<file path="src/rtl/alu_pipe.sv">
// alu_pipe: two-stage valid/ready ALU (operand register stage, result+flags register stage).
// Build option: define ALU_SAT_EN for saturating ADD/SUB; the default build wraps modulo 2^WIDTH.
module alu_pipe #(
  parameter int WIDTH = 8
) (
  input  logic             clk,
  input  logic             rst_n,
  input  logic             in_valid,
  output logic             in_ready,
  input  logic [WIDTH-1:0] A,
  input  logic [WIDTH-1:0] B,
  input  logic [3:0]       ALU_Sel,
  output logic [WIDTH-1:0] ALU_Out,
  output logic             CarryOut,
  output logic             Zero,
  output logic             Overflow,
  output logic             Negative,
  output logic             out_valid,
  input  logic             out_ready
);

  typedef struct packed {
    logic [WIDTH-1:0] res;
    logic             carry;
    logic             ovf;
  } alu_res_t;

  localparam logic [WIDTH-1:0] ONES = {WIDTH{1'b1}};
  localparam logic [WIDTH-1:0] ZERO = {WIDTH{1'b0}};
  localparam logic [WIDTH-1:0] ONE  = {{(WIDTH-1){1'b0}}, 1'b1};

  // Result and raw carry/overflow for one operand set; saturation is applied after the flags are formed.
  function automatic alu_res_t alu_eval(
    input logic [WIDTH-1:0] a,
    input logic [WIDTH-1:0] b,
    input logic [3:0]       sel
  );
    alu_res_t             r;
    logic [WIDTH:0]       sum;
    logic [WIDTH:0]       diff;
    logic [2*WIDTH-1:0]   prod;
    logic [WIDTH-1:0]     divisor;
    r.res   = ZERO;
    r.carry = 1'b0;
    r.ovf   = 1'b0;
    sum     = {1'b0, a} + {1'b0, b};
    diff    = {1'b0, a} - {1'b0, b};
    prod    = {ZERO, a} * {ZERO, b};
    divisor = (b == ZERO) ? ONE : b;
    case (sel)
      4'h0: begin
        r.carry = sum[WIDTH];
        r.ovf   = (a[WIDTH-1] == b[WIDTH-1]) && (sum[WIDTH-1] != a[WIDTH-1]);
`ifdef ALU_SAT_EN
        r.res   = sum[WIDTH] ? ONES : sum[WIDTH-1:0];
`else
        r.res   = sum[WIDTH-1:0];
`endif
      end
      4'h1: begin
        r.carry = diff[WIDTH];
        r.ovf   = (a[WIDTH-1] != b[WIDTH-1]) && (diff[WIDTH-1] != a[WIDTH-1]);
`ifdef ALU_SAT_EN
        r.res   = diff[WIDTH] ? ZERO : diff[WIDTH-1:0];
`else
        r.res   = diff[WIDTH-1:0];
`endif
      end
      4'h2: begin
        r.res = prod[WIDTH-1:0];
        r.ovf = (prod[2*WIDTH-1:WIDTH] != ZERO);
      end
      4'h3: begin
        r.res = (b == ZERO) ? ONES : (a / divisor);
        r.ovf = (b == ZERO);
      end
      4'h4: begin
        r.res   = {a[WIDTH-2:0], 1'b0};
        r.carry = a[WIDTH-1];
      end
      4'h5: begin
        r.res   = {1'b0, a[WIDTH-1:1]};
        r.carry = a[0];
      end
      4'h6: r.res = {a[WIDTH-2:0], a[WIDTH-1]};
      4'h7: r.res = {a[0], a[WIDTH-1:1]};
      4'h8: r.res = a & b;
      4'h9: r.res = a | b;
      4'hA: r.res = a ^ b;
      4'hB: r.res = ~(a | b);
      4'hC: r.res = ~(a & b);
      4'hD: r.res = ~(a ^ b);
      4'hE: r.res = {{(WIDTH-1){1'b0}}, (a > b)};
      4'hF: r.res = {{(WIDTH-1){1'b0}}, (a == b)};
      default: r.res = ZERO;
    endcase
    return r;
  endfunction

  logic             s1_valid_r;
  logic [WIDTH-1:0] a_r;
  logic [WIDTH-1:0] b_r;
  logic [3:0]       sel_r;
  logic             s2_valid_r;
  logic             s1_adv_s;
  logic             s2_adv_s;
  alu_res_t         alu_s;
  logic             zero_s;
  logic             neg_s;

  // Handshake: a stage may load when it is empty or its contents move on this cycle.
  always_comb begin
    s2_adv_s = !s2_valid_r || out_ready;
    s1_adv_s = !s1_valid_r || s2_adv_s;
    in_ready = s1_adv_s;
  end

  // Stage-2 datapath: evaluate the operation held in stage 1 and derive Zero/Negative from the final result.
  always_comb begin
    alu_s  = alu_eval(a_r, b_r, sel_r);
    zero_s = (alu_s.res == ZERO);
    neg_s  = alu_s.res[WIDTH-1];
  end

  // Stage 1: operand register.
  always_ff @(posedge clk or negedge rst_n) begin
    if (!rst_n) begin
      s1_valid_r <= 1'b0;
      a_r        <= ZERO;
      b_r        <= ZERO;
      sel_r      <= 4'h0;
    end else if (s1_adv_s) begin
      s1_valid_r <= in_valid;
      if (in_valid) begin
        a_r   <= A;
        b_r   <= B;
        sel_r <= ALU_Sel;
      end
    end
  end

  // Stage 2: result/flag register; the outputs are forced to zero whenever no result is held.
  always_ff @(posedge clk or negedge rst_n) begin
    if (!rst_n) begin
      s2_valid_r <= 1'b0;
      ALU_Out    <= ZERO;
      CarryOut   <= 1'b0;
      Zero       <= 1'b0;
      Overflow   <= 1'b0;
      Negative   <= 1'b0;
    end else if (s2_adv_s) begin
      s2_valid_r <= s1_valid_r;
      if (s1_valid_r) begin
        ALU_Out  <= alu_s.res;
        CarryOut <= alu_s.carry;
        Zero     <= zero_s;
        Overflow <= alu_s.ovf;
        Negative <= neg_s;
      end else begin
        ALU_Out  <= ZERO;
        CarryOut <= 1'b0;
        Zero     <= 1'b0;
        Overflow <= 1'b0;
        Negative <= 1'b0;
      end
    end
  end

  assign out_valid = s2_valid_r;

endmodule

</file>
<file path="config.mk">
export PLATFORM = sky130hd
export DESIGN_NAME = alu_pipe
export DESIGN_NICKNAME = d
export VERILOG_FILES = /design/src/rtl/alu_pipe.sv
export SDC_FILE = /design/constraint.sdc
export NUM_CORES = 1
export LEC_CHECK = 0
export CAP_MARGIN = 0
export CORE_UTILIZATION = 50
export DETAILED_ROUTE_END_ITERATION = 10
export GPL_TIMING_DRIVEN = 0
export PLACE_DENSITY_LB_ADDON = 0.2
export SYNTH_ARGS = -nofsm -noshare
export SYNTH_HDL_FRONTEND = slang
export SYNTH_SLANG_ARGS = --single-unit
</file>
<file path="constraint.sdc">
create_clock -name clk -period 15.4 [get_ports clk]
set_input_delay 3.08 -clock clk [delete_from_list [all_inputs] [get_ports clk]]
set_output_delay 3.08 -clock clk [all_outputs]
set_load 0.005 [all_outputs]
</file>
==> results of run 1 <==
==> metrics by stage <==
step                      setup slack [ns]  util, %  instances
after floorplan                       4.20        -        790
after global placement                2.26     57.0        995
after detailed placement              1.96     57.0        995
after CTS                             1.91     58.4       1003
after global routing                 0.747     58.4       1003
final                                 1.72     58.4       1003
==> flip-flops by register name, summed over array words and instances, names as in the netlist <==
signal and cells:
sel_r 4, ALU_Out 8, Overflow 1, a_r 8, Zero 1, b_r 8
s1_valid_r 1, out_valid 1, CarryOut 1
==> cell families (layout without fill, tap and decap cells) <==
logic type	count (synthesis)	count (layout)	share of synthesized area [%]
simple gates	242	242	17.4
compound gates	188	188	20.1
fa+ha+maj	132	132	30.2
buf+inv	118	163	7.07
mux	45	45	7.89
flops	33	33	12.9
xor+xnor	32	32	4.37
==> metal layers <==
metal	track usage [%]	wire length [um]	share of wire [%]	up-vias
met5	0	0	0	-
met4	12.3	743	3.6	0
met3	8.38	1950	9.4	63
met2	53.8	9500	46	297
met1	41.1	8440	41	2971
li1	-	-	-	2867
==> worst max-delay path, delay by kind of cell (launching register included) <==
kind | cells | cell delay (ns)
compound gates | 26 | 6.29
xor+xnor | 1 | 0.19
fa+ha+maj | 7 | 2.42
flops | 1 | 0.50
mux | 3 | 1.18
simple gates | 12 | 2.99
==> worst paths after layout <==
kind	startpoint	to	slack, ns	cells after the start
max in group asynchronous	rst_n	b_r[4]	12.09	1
min in group asynchronous	rst_n	ALU_Out[7]	2.84	1
hold reg to reg	ALU_Out[5]	ALU_Out[5]	0.48	2
hold / removal	ALU_Out[5]	ALU_Out[5]	0.48	2
setup / recovery	b_r[5]	Zero	1.72	49
setup reg to reg	b_r[5]	Zero	1.72	49
==> placed cells by master, fill, tap and decap left out, drive strengths merged, types with 7 or more instances in the layout <==
cell type	count
clkbuf	29
fa	38
o21a	11
mux2i	7
mux2	38
nand2	51
o22ai	12
a21o	9
nand2b	13
clkinv	7
nand3	14
xnor2	22
buf	8
a31oi	7
o211ai	10
nor2	102
dfrtp	33
xor2	10
o21ai	31
ha	94
clkdlybuf4s50	36
inv	82
a21oi	48
nor3	24
==> final cells by class <==
type | instances | share of cell area [%]
sequential | 33 | 11.5
inverter | 89 | 4.67
multi-input combinational | 639 | 71.7
timing repair buffer | 37 | 5.11
buffer | 29 | 1.66
clock buffer | 7 | 1.99
tap | 168 | 2.94
clock inverter | 1 | 0.420
==> where the power goes <==
part	total [uW]	leakage, uW	internal [uW]	switching [uW]
registers	129	0.000400	102	27.0
logic	1020	0.00276	432	589
clock network	118	0.0000841	80.7	36.8
==> impl_metrics.xml, run 1 <==
<?xml version="1.0" encoding="UTF-8"?>
<metrics>
  <group name="run_status">
    <metric name="outcome" unit="">complete, no violations</metric>
  </group>
  <group name="sta">
    <metric name="rsz_0062_raised_after_global_routing" unit="">false</metric>
    <metric name="setup_total_negative_slack" unit="ns">0</metric>
    <metric name="final_max_slew_viol_count" unit="">0</metric>
    <metric name="worst_slew_pin_slew" unit="ns">1.34</metric>
    <metric name="worst_clock_skew" unit="ns">0.00681</metric>
    <metric name="finalSetupViolations" unit="">0</metric>
    <metric name="final_hold_viol_count" unit="">0</metric>
    <metric name="fmaxAchievable" unit="MHz">73.1</metric>
    <metric name="final.period_utilization" unit="%">88.8</metric>
    <metric name="period_minus_slack" unit="ns">13.68</metric>
    <metric name="final.hold.worst_slack" unit="ns">0.480</metric>
    <metric name="worst_slew_margin_rel" unit="%">9.82</metric>
  </group>
  <group name="final_layout">
    <metric name="multi_input_comb_area" unit="sq mm">0.00513</metric>
    <metric name="share_of_post_route_cells_with_drive_strength_above_1" unit="%">7.66</metric>
    <metric name="antenna-diode-count" unit="">0</metric>
    <metric name="sequential_cell_area" unit="sq um">826</metric>
    <metric name="nets" unit="">990</metric>
    <metric name="final.fill_count" unit="">1161</metric>
    <metric name="final_design_area_no_fill" unit="sq mm">0.00716</metric>
    <metric name="synthToLayoutAreaGrowth" unit="%">11.7</metric>
  </group>
  <group name="synth">
    <metric name="asyncSetResetFlopFracSynth" unit="%">100</metric>
    <metric name="most_repeated_cell_in_the_gate_level_netlist_after_synthesis" unit="">sky130_fd_sc_hd__nor2_1</metric>
    <metric name="number_of_synthesized_flops_with_an_enable_pin" unit="">0</metric>
    <metric name="post_synthesis_cell_count" unit="">790</metric>
    <metric name="netlist.top_cell.by_area" unit="">sky130_fd_sc_hd__ha_1</metric>
    <metric name="mappedNetlistNets" unit="">946</metric>
    <metric name="synthDistinctLibCells" unit="">72</metric>
    <metric name="netlist_top_cells_area" unit="">sky130_fd_sc_hd__ha_1 (18%), sky130_fd_sc_hd__dfrtp_1 (13%), sky130_fd_sc_hd__fa_1 (12%)</metric>
    <metric name="register_area_share_after_synthesis" unit="%">12.9</metric>
    <metric name="avgSynthCellArea" unit="sq um">8.11</metric>
    <metric name="postSynth.topFlopCell" unit="">sky130_fd_sc_hd__dfrtp_1</metric>
    <metric name="synth_top_cells_by_count" unit="">sky130_fd_sc_hd__nor2_1 (101), sky130_fd_sc_hd__ha_1 (94), sky130_fd_sc_hd__inv_1 (81), sky130_fd_sc_hd__nand2_1 (51), sky130_fd_sc_hd__a21oi_1 (47)</metric>
    <metric name="number_of_flip_flops_and_latches_in_the_synthesized_netlist" unit="">33</metric>
    <metric name="mappedNetlistArea" unit="sq mm">0.00641</metric>
    <metric name="synthesis.yosys.warnings" unit="">0</metric>
    <metric name="synth_top_area_share" unit="%">18.4</metric>
  </group>
  <group name="cts">
    <metric name="cts-buffers-inserted" unit="">5</metric>
    <metric name="tritoncts" unit="">built</metric>
    <metric name="clk_path_buf_depth" unit="">2</metric>
    <metric name="cts-htree-levels" unit="">2</metric>
    <metric name="clk_pin_slew_worst_paths" unit="ns">0.05</metric>
    <metric name="cts_resized" unit="">0</metric>
    <metric name="numClockSinks" unit="">33</metric>
    <metric name="clk-insertion-delay-late" unit="ns">0.28</metric>
    <metric name="ctsRootBufferMaster" unit="">sky130_fd_sc_hd__clkbuf_16</metric>
    <metric name="post-cts-setup-buffer-count" unit="">0</metric>
    <metric name="count_of_hold_buffers_inserted_by_post_cts_repair" unit="">0</metric>
  </group>
  <group name="floorplanning">
    <metric name="die_y" unit="um">115</metric>
    <metric name="die_x" unit="um">115</metric>
    <metric name="core_region_area" unit="sq mm">0.0123</metric>
    <metric name="design.die.area" unit="sq mm">0.0133</metric>
    <metric name="io_pins" unit="">38</metric>
    <metric name="floorplan.initialDensity" unit="%">52.3</metric>
    <metric name="row_count" unit="">40</metric>
  </group>
  <group name="route">
    <metric name="drt_iter0_markers" unit="">445</metric>
    <metric name="finalWirelength" unit="um">20600</metric>
    <metric name="drc_violations" unit="">0</metric>
    <metric name="detail_route.vias_per_cell" unit="">6.18</metric>
    <metric name="detail-route-antenna-nets" unit="">0</metric>
    <metric name="vias" unit="">6198</metric>
    <metric name="avgRoutedWirePerCell" unit="um">20.6</metric>
    <metric name="detail_route.first_pass.iterations" unit="">5</metric>
  </group>
  <group name="global_routing">
    <metric name="grt_max_degree" unit="">34</metric>
    <metric name="track_usage" unit="%">32.7</metric>
    <metric name="grt_overflow" unit="">0</metric>
    <metric name="number_of_global_route_vias_before_repair" unit="">6228</metric>
    <metric name="initial_antenna_violation_count" unit="">0</metric>
    <metric name="grt_pass1_wl" unit="um">32800</metric>
  </group>
  <group name="setup_path">
    <metric name="worst_ep_required_time" unit="ns">15.58</metric>
    <metric name="critical_path.slowest_cell" unit="">sky130_fd_sc_hd__nor4_2</metric>
    <metric name="worst_path_most_repeated_cell" unit="">sky130_fd_sc_hd__ha_1</metric>
    <metric name="startpoint_type" unit="">register</metric>
    <metric name="worst-path-max-fanout" unit="">8</metric>
    <metric name="crit_type" unit="">register to register</metric>
    <metric name="cp_data_arrival_time" unit="ns">13.86</metric>
    <metric name="cpPeakStageDelay" unit="ns">0.59</metric>
    <metric name="setup.worst_path.end_class" unit="">register</metric>
  </group>
  <group name="power">
    <metric name="total_power" unit="uW">1270</metric>
    <metric name="leakage" unit="uW">0.00325</metric>
    <metric name="power.density" unit="mW/mm^2">177</metric>
    <metric name="ir_drop" unit="mV">0.110</metric>
  </group>
  <group name="min_path">
    <metric name="min-delay-path-class" unit="">register to register</metric>
  </group>
  <group name="place">
    <metric name="port_buffers" unit="">37</metric>
    <metric name="placed_cell_area" unit="sq mm">0.00699</metric>
    <metric name="gpl.final_weighted_congestion" unit="">0.987</metric>
    <metric name="dp.final_hpwl" unit="um">16600</metric>
  </group>
  <group name="flow_run">
    <metric name="drv_cap" unit="">0</metric>
  </group>
</metrics>
No activity file was read; power rests on OpenSTA's default activity.
==> run 2, diff against run 1 <==
Settings changed: CELL_PAD_IN_SITES_DETAIL_PLACEMENT set to 1, CELL_PAD_IN_SITES_GLOBAL_PLACEMENT set to 1, CORE_UTILIZATION 50 to 47, CTS_BUF_LIST set to sky130_fd_sc_hd__clkbuf_16.
==> impl_metrics.xml, run 2 (synthesis results as in run 1) <==
<?xml version="1.0" encoding="UTF-8"?>
<metrics>
  <group name="route">
    <metric name="detail-route-antenna-nets" unit="">0</metric>
    <metric name="finalWirelength" unit="um">22600</metric>
    <metric name="avgRoutedWirePerCell" unit="um">22.3</metric>
    <metric name="vias" unit="">6164</metric>
    <metric name="drt_iter0_markers" unit="">364</metric>
    <metric name="detail_route.first_pass.iterations" unit="">5</metric>
    <metric name="drc_violations" unit="">0</metric>
    <metric name="detail_route.vias_per_cell" unit="">6.09</metric>
  </group>
  <group name="final_layout">
    <metric name="stdcell_count" unit="">1012</metric>
    <metric name="reg_top3" unit="">ALU_Out: 8 flops, a_r: 8 flops, b_r: 8 flops</metric>
    <metric name="final_design_area_no_fill" unit="sq mm">0.00717</metric>
    <metric name="synthToLayoutAreaGrowth" unit="%">11.9</metric>
    <metric name="share_of_post_route_cells_with_drive_strength_above_1" unit="%">7.66</metric>
    <metric name="final_core_util" unit="%">53.9</metric>
    <metric name="nets" unit="">991</metric>
    <metric name="final_cell_mix" unit="">sky130_fd_sc_hd__nor2_1 (101), sky130_fd_sc_hd__ha_1 (94), sky130_fd_sc_hd__inv_1 (81)</metric>
    <metric name="layout_commonest_cell" unit="">sky130_fd_sc_hd__nor2_1</metric>
    <metric name="final.fill_count" unit="">1620</metric>
    <metric name="antenna-diode-count" unit="">0</metric>
    <metric name="sequential_cell_area" unit="sq um">826</metric>
    <metric name="multi_input_comb_area" unit="sq mm">0.00513</metric>
  </group>
  <group name="cts">
    <metric name="numClockSinks" unit="">33</metric>
    <metric name="clk_path_buf_depth" unit="">2</metric>
    <metric name="clk-insertion-delay-late" unit="ns">0.29</metric>
    <metric name="cts_resized" unit="">0</metric>
    <metric name="clk_pin_slew_worst_paths" unit="ns">0.06</metric>
    <metric name="cts-htree-levels" unit="">2</metric>
    <metric name="count_of_hold_buffers_inserted_by_post_cts_repair" unit="">0</metric>
    <metric name="tritoncts" unit="">built</metric>
    <metric name="post-cts-setup-buffer-count" unit="">0</metric>
    <metric name="ctsRootBufferMaster" unit="">sky130_fd_sc_hd__clkbuf_16</metric>
    <metric name="cts-buffers-inserted" unit="">5</metric>
  </group>
  <group name="setup_path">
    <metric name="worst_ep_required_time" unit="ns">15.59</metric>
    <metric name="reg2reg_depth" unit="">47</metric>
    <metric name="cp_data_arrival_time" unit="ns">13.79</metric>
    <metric name="rrSetupSlack" unit="ns">1.80</metric>
    <metric name="cpPeakStageDelay" unit="ns">0.63</metric>
    <metric name="setup.worst_path.end_class" unit="">register</metric>
    <metric name="startpoint_type" unit="">register</metric>
    <metric name="crit-reg2reg-capture" unit="">Zero</metric>
    <metric name="worst_path_most_repeated_cell" unit="">sky130_fd_sc_hd__ha_1</metric>
    <metric name="worst-path-max-fanout" unit="">8</metric>
    <metric name="crit_type" unit="">register to register</metric>
    <metric name="critical_path.slowest_cell" unit="">sky130_fd_sc_hd__nor4_2</metric>
    <metric name="crit-reg2reg-launch" unit="">b_r[4]</metric>
  </group>
  <group name="floorplanning">
    <metric name="die_x" unit="um">119</metric>
    <metric name="design.die.area" unit="sq mm">0.0141</metric>
    <metric name="io_pins" unit="">38</metric>
    <metric name="die_y" unit="um">119</metric>
    <metric name="floorplan.initialDensity" unit="%">48.2</metric>
    <metric name="row_count" unit="">42</metric>
    <metric name="core_region_area" unit="sq mm">0.0133</metric>
  </group>
  <group name="place">
    <metric name="port_buffers" unit="">37</metric>
    <metric name="dp.final_hpwl" unit="um">18400</metric>
    <metric name="placed_cell_area" unit="sq mm">0.00703</metric>
    <metric name="gpl.final_weighted_congestion" unit="">0.959</metric>
    <metric name="numPlacedInstances" unit="">1004</metric>
  </group>
  <group name="global_routing">
    <metric name="number_of_global_route_vias_before_repair" unit="">6665</metric>
    <metric name="grt_overflow" unit="">0</metric>
    <metric name="grt_max_degree" unit="">22</metric>
    <metric name="initial_antenna_violation_count" unit="">0</metric>
    <metric name="track_usage" unit="%">33.3</metric>
    <metric name="grt_pass1_wl" unit="um">36100</metric>
  </group>
  <group name="min_path">
    <metric name="hold_path_startpoint" unit="">ALU_Out[6]</metric>
    <metric name="timing.hold.worst_path_depth" unit="">2</metric>
    <metric name="min-delay-path-class" unit="">register to register</metric>
    <metric name="worst_min_delay_path_endpoint" unit="">ALU_Out[6]</metric>
  </group>
  <group name="power">
    <metric name="seqPwrFrac" unit="%">10.2</metric>
    <metric name="switching_pwr" unit="uW">662</metric>
    <metric name="part_of_the_power_in_the_clock_network" unit="%">7.6</metric>
    <metric name="p_int" unit="uW">600</metric>
    <metric name="ir_drop" unit="mV">0.0785</metric>
    <metric name="leakage" unit="uW">0.00324</metric>
    <metric name="power.density" unit="mW/mm^2">176</metric>
    <metric name="switching_share" unit="%">52.5</metric>
    <metric name="power.combinational.fraction" unit="%">82.2</metric>
  </group>
  <group name="sta">
    <metric name="final.period_utilization" unit="%">88.3</metric>
    <metric name="final_max_slew_viol_count" unit="">0</metric>
    <metric name="worst_clock_skew" unit="ns">0.00706</metric>
    <metric name="period_minus_slack" unit="ns">13.60</metric>
    <metric name="worst_slew_pin_slew" unit="ns">0.996</metric>
    <metric name="rsz_0062_raised_after_global_routing" unit="">false</metric>
    <metric name="final_hold_viol_count" unit="">0</metric>
    <metric name="setup_total_negative_slack" unit="ns">0</metric>
    <metric name="finalSetupViolations" unit="">0</metric>
    <metric name="worst_slew_margin_rel" unit="%">33.6</metric>
    <metric name="fmaxAchievable" unit="MHz">73.5</metric>
  </group>
  <group name="flow_run">
    <metric name="drv_cap" unit="">0</metric>
  </group>
  <group name="run_status">
    <metric name="outcome" unit="">complete, no violations</metric>
  </group>
</metrics>
run 2: cell count changes in the layout (fill, tap and decap cells not counted), sizes merged:
cell           change
clkbuf             -2
bufinv             -1
clkdlybuf4s50      +1
clkinv             +3
run 2: worst max-delay path by stage:
stage / start / slack (ns) / end / depth (start not counted)
global route: b_r[4] / 0.95 / Zero / 47
detailed placement: b_r[4] / 1.87 / Zero / 47
CTS: b_r[4] / 1.82 / Zero / 47
floorplan: b_r[4] / 4.20 / Zero / 47
finish: b_r[4] / 1.80 / Zero / 47
global placement: b_r[4] / 2.38 / Zero / 46
run 2: through the flow:
stage | worst slack [ns] | power [uW] | hold slack (ns)
after floorplan | 4.20 | 874 | 0.473
after global routing | 0.948 | 1400 | 0.523
after global placement | 2.38 | 1100 | 0.461
after detailed placement | 1.87 | 1160 | 0.479
after CTS | 1.82 | 1260 | 0.490
final | 1.80 | 1260 | 0.483
run 2: metal layers:
| layer | GRT usage [%] | vias to the layer above | part of all wire, % |
|---|---|---|---|
| met5 | 0 | - | 0 |
| met4 | 11.2 | 0 | 3.6 |
| met3 | 6.56 | 45 | 7.1 |
| met2 | 56.9 | 225 | 47 |
| met1 | 41.8 | 3025 | 42 |
| li1 | - | 2869 | - |
run 2: power by group through the flow:
stage | Combinational (uW) | Clock [uW] | Sequential, uW
2_1_floorplan | 755 | 0 | 119
6_report | 1040 | 95.9 | 128
5_1_grt | 1160 | 101 | 130
3_5_place_dp | 1030 | 0 | 129
3_3_place_gp | 971 | 0 | 128
4_1_cts | 1040 | 97.1 | 128
run 2: layout make-up:
class	count	share of cell area [%]
tap	176	3.07
timing repair buffer	38	5.55
buffer	29	1.66
multi-input combinational	639	71.6
clock buffer	5	1.75
inverter	89	4.66
clock inverter	3	0.175
sequential	33	11.5
run 2: worst max-delay path, delay by kind of cell, from the launching register on:
kind	cells	cell delay (ns)
simple gates	9	2.46
fa+ha+maj	7	2.57
xor+xnor	1	0.19
flops	1	0.49
compound gates	27	6.60
mux	3	1.19
